$ cat src/rtl/seq_mult_4bit.sv
// Sequential shift-and-add unsigned multiplier: one reused ripple-carry adder,
// WIDTH RUN cycles per operand pair, product shown live in DONE and held afterwards.

module seq_mult_rca #(
    parameter int WIDTH = 4
) (
    input  logic [WIDTH-1:0] i_a,
    input  logic [WIDTH-1:0] i_b,
    input  logic             i_cin,
    output logic [WIDTH-1:0] o_sum,
    output logic             o_cout
);
    always_comb begin
        logic w_carry;
        o_sum   = '0;
        w_carry = i_cin;
        for (int i = 0; i < WIDTH; i++) begin
            o_sum[i] = i_a[i] ^ i_b[i] ^ w_carry;
            w_carry  = (i_a[i] & i_b[i]) | (w_carry & (i_a[i] ^ i_b[i]));
        end
        o_cout = w_carry;
    end
endmodule

// state | meaning
// IDLE  | waiting for start; operands captured on accept
// RUN   | one add/shift step per cycle, WIDTH steps
// DONE  | done pulse; product is the live {upper,q}, registered on exit
module seq_mult_4bit #(
    parameter int WIDTH = 4
) (
    input  logic               clk,
    input  logic               rst,
    input  logic               start,
    input  logic [WIDTH-1:0]   a,
    input  logic [WIDTH-1:0]   b,
    output logic               busy,
    output logic               done,
    output logic [2*WIDTH-1:0] product
);
    localparam int CNT_W = $clog2(WIDTH + 1);
    localparam logic [CNT_W-1:0] LAST = CNT_W'(WIDTH - 1);

    typedef enum logic [1:0] {
        S_IDLE = 2'd0,
        S_RUN  = 2'd1,
        S_DONE = 2'd2
    } state_t;

    state_t             r_state;
    state_t             w_next;
    logic [WIDTH-1:0]   r_mcand;
    logic [WIDTH-1:0]   r_upper;
    logic [WIDTH-1:0]   r_q;
    logic [CNT_W-1:0]   r_cnt;
    logic [2*WIDTH-1:0] r_product;
    logic [WIDTH-1:0]   w_addend;
    logic [WIDTH-1:0]   w_sum;
    logic               w_cout;

    assign w_addend = r_q[0] ? r_mcand : '0;

    seq_mult_rca #(.WIDTH(WIDTH)) u_adder (
        .i_a    (r_upper),
        .i_b    (w_addend),
        .i_cin  (1'b0),
        .o_sum  (w_sum),
        .o_cout (w_cout)
    );

    always_ff @(posedge clk) begin
        if (rst) begin
            r_state <= S_IDLE;
        end else begin
            r_state <= w_next;
        end
    end

    always_comb begin
        w_next = r_state;
        busy   = 1'b0;
        done   = 1'b0;
        case (r_state)
            S_IDLE: begin
                if (start) begin
                    w_next = S_RUN;
                end
            end
            S_RUN: begin
                busy = 1'b1;
                if (r_cnt == LAST) begin
                    w_next = S_DONE;
                end
            end
            S_DONE: begin
                done   = 1'b1;
                w_next = S_IDLE;
            end
            default: w_next = S_IDLE;
        endcase
    end

    // The carry out must land in the upper MSB, otherwise large products truncate.
    always_ff @(posedge clk) begin
        if (rst) begin
            r_mcand   <= '0;
            r_upper   <= '0;
            r_q       <= '0;
            r_cnt     <= '0;
            r_product <= '0;
        end else begin
            case (r_state)
                S_IDLE: begin
                    if (start) begin
                        r_mcand <= a;
                        r_q     <= b;
                        r_upper <= '0;
                        r_cnt   <= '0;
                    end
                end
                S_RUN: begin
                    r_upper <= {w_cout, w_sum[WIDTH-1:1]};
                    r_q     <= {w_sum[0], r_q[WIDTH-1:1]};
                    r_cnt   <= r_cnt + CNT_W'(1);
                end
                S_DONE: begin
                    r_product <= {r_upper, r_q};
                end
                default: ;
            endcase
        end
    end

    assign product = (r_state == S_DONE) ? {r_upper, r_q} : r_product;
endmodule

$ cat config.mk
export PLATFORM = sky130hd
export DESIGN_NAME = seq_mult_4bit
export DESIGN_NICKNAME = d
export VERILOG_FILES = /design/src/rtl/seq_mult_4bit.sv
export SDC_FILE = /design/constraint.sdc
export NUM_CORES = 1
export LEC_CHECK = 0
export CAP_MARGIN = 15
export CORE_ASPECT_RATIO = 1.2
export CORE_MARGIN = 10
export CORE_UTILIZATION = 45
export CTS_BUF_LIST = sky130_fd_sc_hd__clkbuf_16
export DETAILED_ROUTE_END_ITERATION = 16
export PLACE_DENSITY = 0.78
export SYNTH_ARGS = -nofsm -noshare
export SYNTH_HDL_FRONTEND = slang
export SYNTH_SLANG_ARGS = --single-unit
$ cat constraint.sdc
create_clock -name clk -period 1.8 [get_ports clk]
set_input_delay 0.45 -clock clk [delete_from_list [all_inputs] [get_ports clk]]
set_output_delay 0.45 -clock clk [all_outputs]
set_load 0.1 [all_outputs]
==> After elaboration in Yosys (flattened, before gate mapping) <==
Cells that the tools add are included.
{ "totals": {"reg_bits": 25, "latch_bits": 0, "mem_bits_rw": 0, "mem_bits_ro": 0, "inputBits": 11, "out_inout_bits": 10, "wordCells": 47, "memories": 0} }
{ "op_classes": {"add_sub_neg": 1, "multipliers": 0, "div_mod_pow": 0, "n_lt_le_gt_ge": 0, "eq_ne": 5, "shifts": 0, "mux": 13, "n_bitwise": 17, "reduce_logical": 5} }
{ "ops": {"columns": ["cell", "n"], "rows": [
  ["4-bit case mux with 2 select lines", 2],
  ["4-bit two-way mux", 3],
  ["8-bit two-way mux", 1],
  ["1-bit bitwise AND", 7],
  ["1-bit XOR", 7],
  ["3-bit case mux with 2 select lines", 1],
  ["2-bit AND reduction", 3],
  ["2-bit two-way mux", 2],
  ["2-bit != test (second input constant)", 2],
  ["2-bit case mux with 2 select lines", 1],
  ["3-bit by 1-bit adder with 3-bit output (second input constant)", 1],
  ["3-bit by 2-bit == test with 1-bit output (second input constant)", 1],
  ["3-bit two-way mux", 1],
  ["1-bit bitwise OR", 3],
  ["2-bit by 1-bit == test with 1-bit output (second input constant)", 1],
  ["2-bit == test (second input constant)", 1],
  ["2-bit logical NOT", 1],
  ["1-bit two-way mux", 2],
  ["2-bit nonzero test", 1]
]} }

==> Longest topological paths before layout <==
Gate-level depths: netlist of run 1.
{ "logic_depth": {"word_depth": 9, "mapped_depth": 9, "depth_no_buf": 9} }

==> By module <==
A second synthesis of run 1 with hierarchy kept.
{ "hier_totals": {"cells_unflattened": 119, "hier_area_um2": 1196.1} }
{ "modules_own_cells": {"columns": ["mod", "n_inst", "cells_per_inst", "area_each_um2", "seq_area_each_um2"], "rows": [
  ["seq_mult_4bit", 1, 105, 1078.5, 500.5],
  ["seq_mult_rca", 1, 14, 117.6, 0.0]
]} }

==> Worst setup path after synthesis of run 1 <==
Ideal clock, no wire load.
{ "synth_timing": {"path_kind": "flip-flop to flip-flop", "from": "register r_q[0]", "to": "register r_upper[2]", "setup_ns": 0.071, "arrival_time_ns": 1.872, "required_ns": 1.729, "slack_ns": -0.143, "stages_incl_launch_ff": 10, "n_path_buf": 0, "period_less_slack_ns": 1.943, "cell_sequence": "dfxtp_1 > and2_1 > ha_1 > fa_1 > inv_1 > fa_1 > inv_1 > fa_1 > nand2_1 > a21oi_1"} }
{ "synth_via": {"elab_chain_len": 8, "elab_cells_between_ends": 13, "classes_between": "mux: 2; bitwise: 11"} }
{ "synth_lines": {"columns": ["item", "line", "rtl"], "rows": [
  ["start: declaration", "54", "logic [WIDTH-1:0] r_q;"],
  ["start signal: assignment", "123", "r_q <= {w_sum[0], r_q[WIDTH-1:1]};"],
  ["4-bit two-way mux (*)", "61", "assign w_addend = r_q[0] ? r_mcand : '0;"],
  ["1-bit bitwise AND / 1-bit XOR (equally long branches)", "19", "w_carry = (i_a[i] & i_b[i]) | (w_carry & (i_a[i] ^ i_b[i]));"],
  ["1-bit bitwise AND", "19", null],
  ["1-bit bitwise OR", "19", null],
  ["1-bit bitwise AND", "19", null],
  ["1-bit bitwise OR", "19", null],
  ["1-bit XOR (*)", "18", "o_sum[i] = i_a[i] ^ i_b[i] ^ w_carry;"],
  ["4-bit case mux with 2 select lines (*)", "112", "case (r_state)"],
  ["end signal: assignment", "122", "r_upper <= {w_cout, w_sum[WIDTH-1:1]};"],
  ["end: declaration", "53", "logic [WIDTH-1:0] r_upper;"]
]} }
Every way passes the cells marked *; elsewhere a longest branch is shown, timed or not.
A chain may end at the register's enable or synchronous reset.

==> Worst setup path after layout of run 1 <==
{ "layout_timing": {"from": "register r_mcand[0]", "to": "register r_upper[2]"} }
{ "layout_via": {"elab_chain_len": 8} }
{ "layout_lines": {"columns": ["item", "line", "rtl"], "rows": [
  ["start: declaration", "52", "logic [WIDTH-1:0] r_mcand;"],
  ["start signal: assignment", "106", "r_mcand <= '0;"],
  ["start signal: assignment", "115", "r_mcand <= a;"],
  ["4-bit two-way mux", "61", null],
  ["1-bit bitwise AND (2 in series)", "19", null],
  ["1-bit bitwise OR", "19", null],
  ["1-bit bitwise AND", "19", null],
  ["1-bit bitwise OR", "19", null],
  ["1-bit XOR", "18", null],
  ["4-bit case mux with 2 select lines", "112", null]
]} }
Every way passes these cells.

==> results of run 1 <==
-- cells in the final DEF (no fill, tap or decap), types with 2 or more instances in the layout --
cell	n
inv_1	4
a21oi_1	4
and2_1	2
a211oi_1	4
buf_12	11
fa_2	2
dfxtp_1	21
nand2b_4	2
inv_2	2
nor2b_1	8
ha_1	2
mux2i_1	8
clkbuf_16	3
nand3_1	6
clkdlybuf4s50_1	10
dfxtp_2	4
a21oi_2	2
buf_4	7
nor2_1	10
nand2_1	5
mux2_4	8
nand2b_1	2
-- per-stage QoR --
stage	instance area [um^2]	setup TNS, ns	hold slack [ns]	power (mW)	util
2_1_floorplan	1170	-0.0874	0.444	0.688	-
3_3_place_gp	1530	-0.0769	0.451	0.743	0.612
3_5_place_dp	1530	-0.171	0.487	0.749	0.612
4_1_cts	1650	-0.233	0.495	1.24	0.658
5_1_grt	1680	-0.653	0.516	1.28	0.671
6_report	1680	-0.312	0.492	1.25	0.671
-- cell families after synthesis --
logic type | after synthesis
buffers and inverters | 13
multiplexers | 17
flip-flops | 25
adder cells (fa/ha/maj) | 6
AND/OR/NAND/NOR | 38
AO/OA/AOI/OAI | 12
-- layout make-up --
class	count	area [um^2]	area share
clock buffers	3	75.1	0.0447
clock inverters	1	7.51	0.00447
inverters	6	22.5	0.0134
well taps	33	41.3	0.0246
flip-flops and latches	25	505	0.301
repair buffers	30	399	0.238
multi-input cells	73	628	0.374
-- sequential cells by signal, indices dropped and copies added (netlist names) --
signal and cells:
r_cnt 3, r_mcand 4, r_product 8, r_q 4, r_state 2, r_upper 4
-- power by group --
part | switching, mW | internal [mW] | total, mW
clock network | 0.196 | 0.301 | 0.497
registers | 0.0133 | 0.574 | 0.587
logic | 0.0832 | 0.0798 | 0.163
-- synth_stat cells, types with 3 or more instances --
cell,count,area (um^2)
a21oi_1,6,30.0
clkbuf_1,3,11.3
nand3_1,6,30.0
buf_6,3,33.8
nand2_1,5,18.8
and2_1,3,18.8
fa_1,3,60.1
dfxtp_1,25,500
mux2_4,8,120
nand2b_1,4,25.0
nor2_1,10,37.5
mux2i_1,8,80.1
inv_1,5,18.8
ha_1,3,37.5
nor2b_1,8,50.1
a211oi_1,4,30.0
-- worst register-to-register path, cell delays in order (launching register included) --
cell     delay, ns
dfxtp_2       0.32
and2_4        0.16
ha_4          0.16
fa_2          0.33
inv_2         0.06
fa_2          0.17
inv_1         0.05
fa_1          0.48
nand2_1       0.06
a21oi_1       0.13
-- routing by layer --
metal  GRT usage  share of wire
met4      0.0420          0.018
met2       0.204           0.53
met3      0.0235          0.038
met5           0              0
met1       0.126           0.42
-- path summary, 6_finish.rpt --
check                                              from                      end  depth (start not counted)
worst max-delay path            r_mcand[0]$_SDFFE_PP0P_  r_upper[2]$_SDFFE_PP0P_                          9
worst min-delay path              r_cnt[1]$_SDFFE_PP0P_    r_cnt[1]$_SDFFE_PP0P_                          2
worst max register to register  r_mcand[0]$_SDFFE_PP0P_  r_upper[2]$_SDFFE_PP0P_                          9
worst min register to register    r_cnt[1]$_SDFFE_PP0P_    r_cnt[1]$_SDFFE_PP0P_                          2
-- timing repair --
action / 4_1_cts / 5_1_grt
gates cloned: 1 / 0
setup endpoints to repair: 10 / 11
setup buffers: 1 / 0
hold endpoints to repair: 0 / 0
pin swaps: 0 / 1
gates resized for setup: 6 / 7
==> metrics.yaml, run 1 <==
status: "finished, violations left"
violations: "negative setup slack"
synth-seq-cells: 25
syn-cell-area_mm2: 0.00116
final_cells: 171
rows: 20
dpl.cell_count: 165
die_x_um: 66.3
synth_enable_flop_cells: 0
slowest_delay_ns: 0.48
initial_core_util: 0.463
startpoint_type: "flop"
drv_slew: 0
syn_area_per_cell_um2: 10.4
first_global_vias: 923
clock.fmax_mhz: 502
synth_simple_gate_area_frac: 0.172
peakVddDrop_mv: 0.417
rsz0062_at_grt: "true"
synth_cells: 111
path_cells: "and2_4 -> ha_4 -> fa_2 -> inv_2 -> fa_2 -> inv_1 -> fa_1 -> nand2_1 -> a21oi_1"
design.portCount: 21
drtPass1Iterations: 4
ys_types: 23
syn_nets: 128
grt_pass1_wl_mm: 4.48
clkTransAtPathRegs_ns: 0.06
synthAdderAreaFrac: 0.0842
crit_fanout: 2
hold_viol: 0
yosys_warnings: 0
place_congestion: 0.737
hold_class: "flop to flop"
postCtsHoldBufs: 0
worst_pin_slew_ns: 0.311
drive_gt1_frac: 0.348
route.detailed.drc: 0
grt_max_degree: 26
worst-endpoint-required_ns: 1.99
dr.first_iter.drc_count: 17
cellPowerDensity_mw_per_mm2: 743
htreeDepth: 1
synth-async-reset-ratio: 0
drv_cap: 0
slowest_stage: "fa_1"
skew_ns: 0.00222
finalCritPeriodShare: 1.11
coreArea_mm2: 0.00250
ant_nets: 0
ys.flop_type: "dfxtp_1"
synth-xor-area-share: 0
root_buffer: "clkbuf_16"
nFillCells: 187
crit_top_cell: "fa_2"
wirelength_mm: 2.84
die_area_mm2: 0.00501
drt-wirelength-per-cell_um: 16.6
seq_area_frac_synth: 0.432
nNetsFinal: 156
vias: 878
die_h_um: 75.6
dpl.hpwl_mm: 1.73
cts_tree: "yes"
numCtsBuffers: 3
crit_buf_inv: 2
vias_per_cell: 5.13
track_usage: 0.113
cts.path.max_buffers: 2
maxSlewHeadroom: 0.793
rrSetupSlack_ns: -0.19
cp-end-kind: "flop"
synth-compound-area-share: 0.0670
worst_path_dominant_cell_family: "adder cells"
setup_viol: 9
antenna_cells: 0
min_period_ns: 1.99
preCtsSetupSlack_ns: -0.158
antenna_found_initial: 0
synthToLayoutAreaGrowth_pct: 44.9
cts_sinks: 25
synthMuxAreaShare: 0.183
clkLatencyLatePin_ns: 0.26
synth_top_family_by_area: "multiplexers"
overflow: 0
port_buffers: 20
cp.arrival_ns: 2.18
p_leak_nw: 0.719
critical_path_class: "flop to flop"
setup_ws_ns: -0.191
(Power assumes the default switching activity.)
==> run 2, diff against run 1 <==
TNS_END_PERCENT = 50   (was unset)
==> results of run 2 <==
No change in the layout: final DEF, timing and power equal those of run 1.
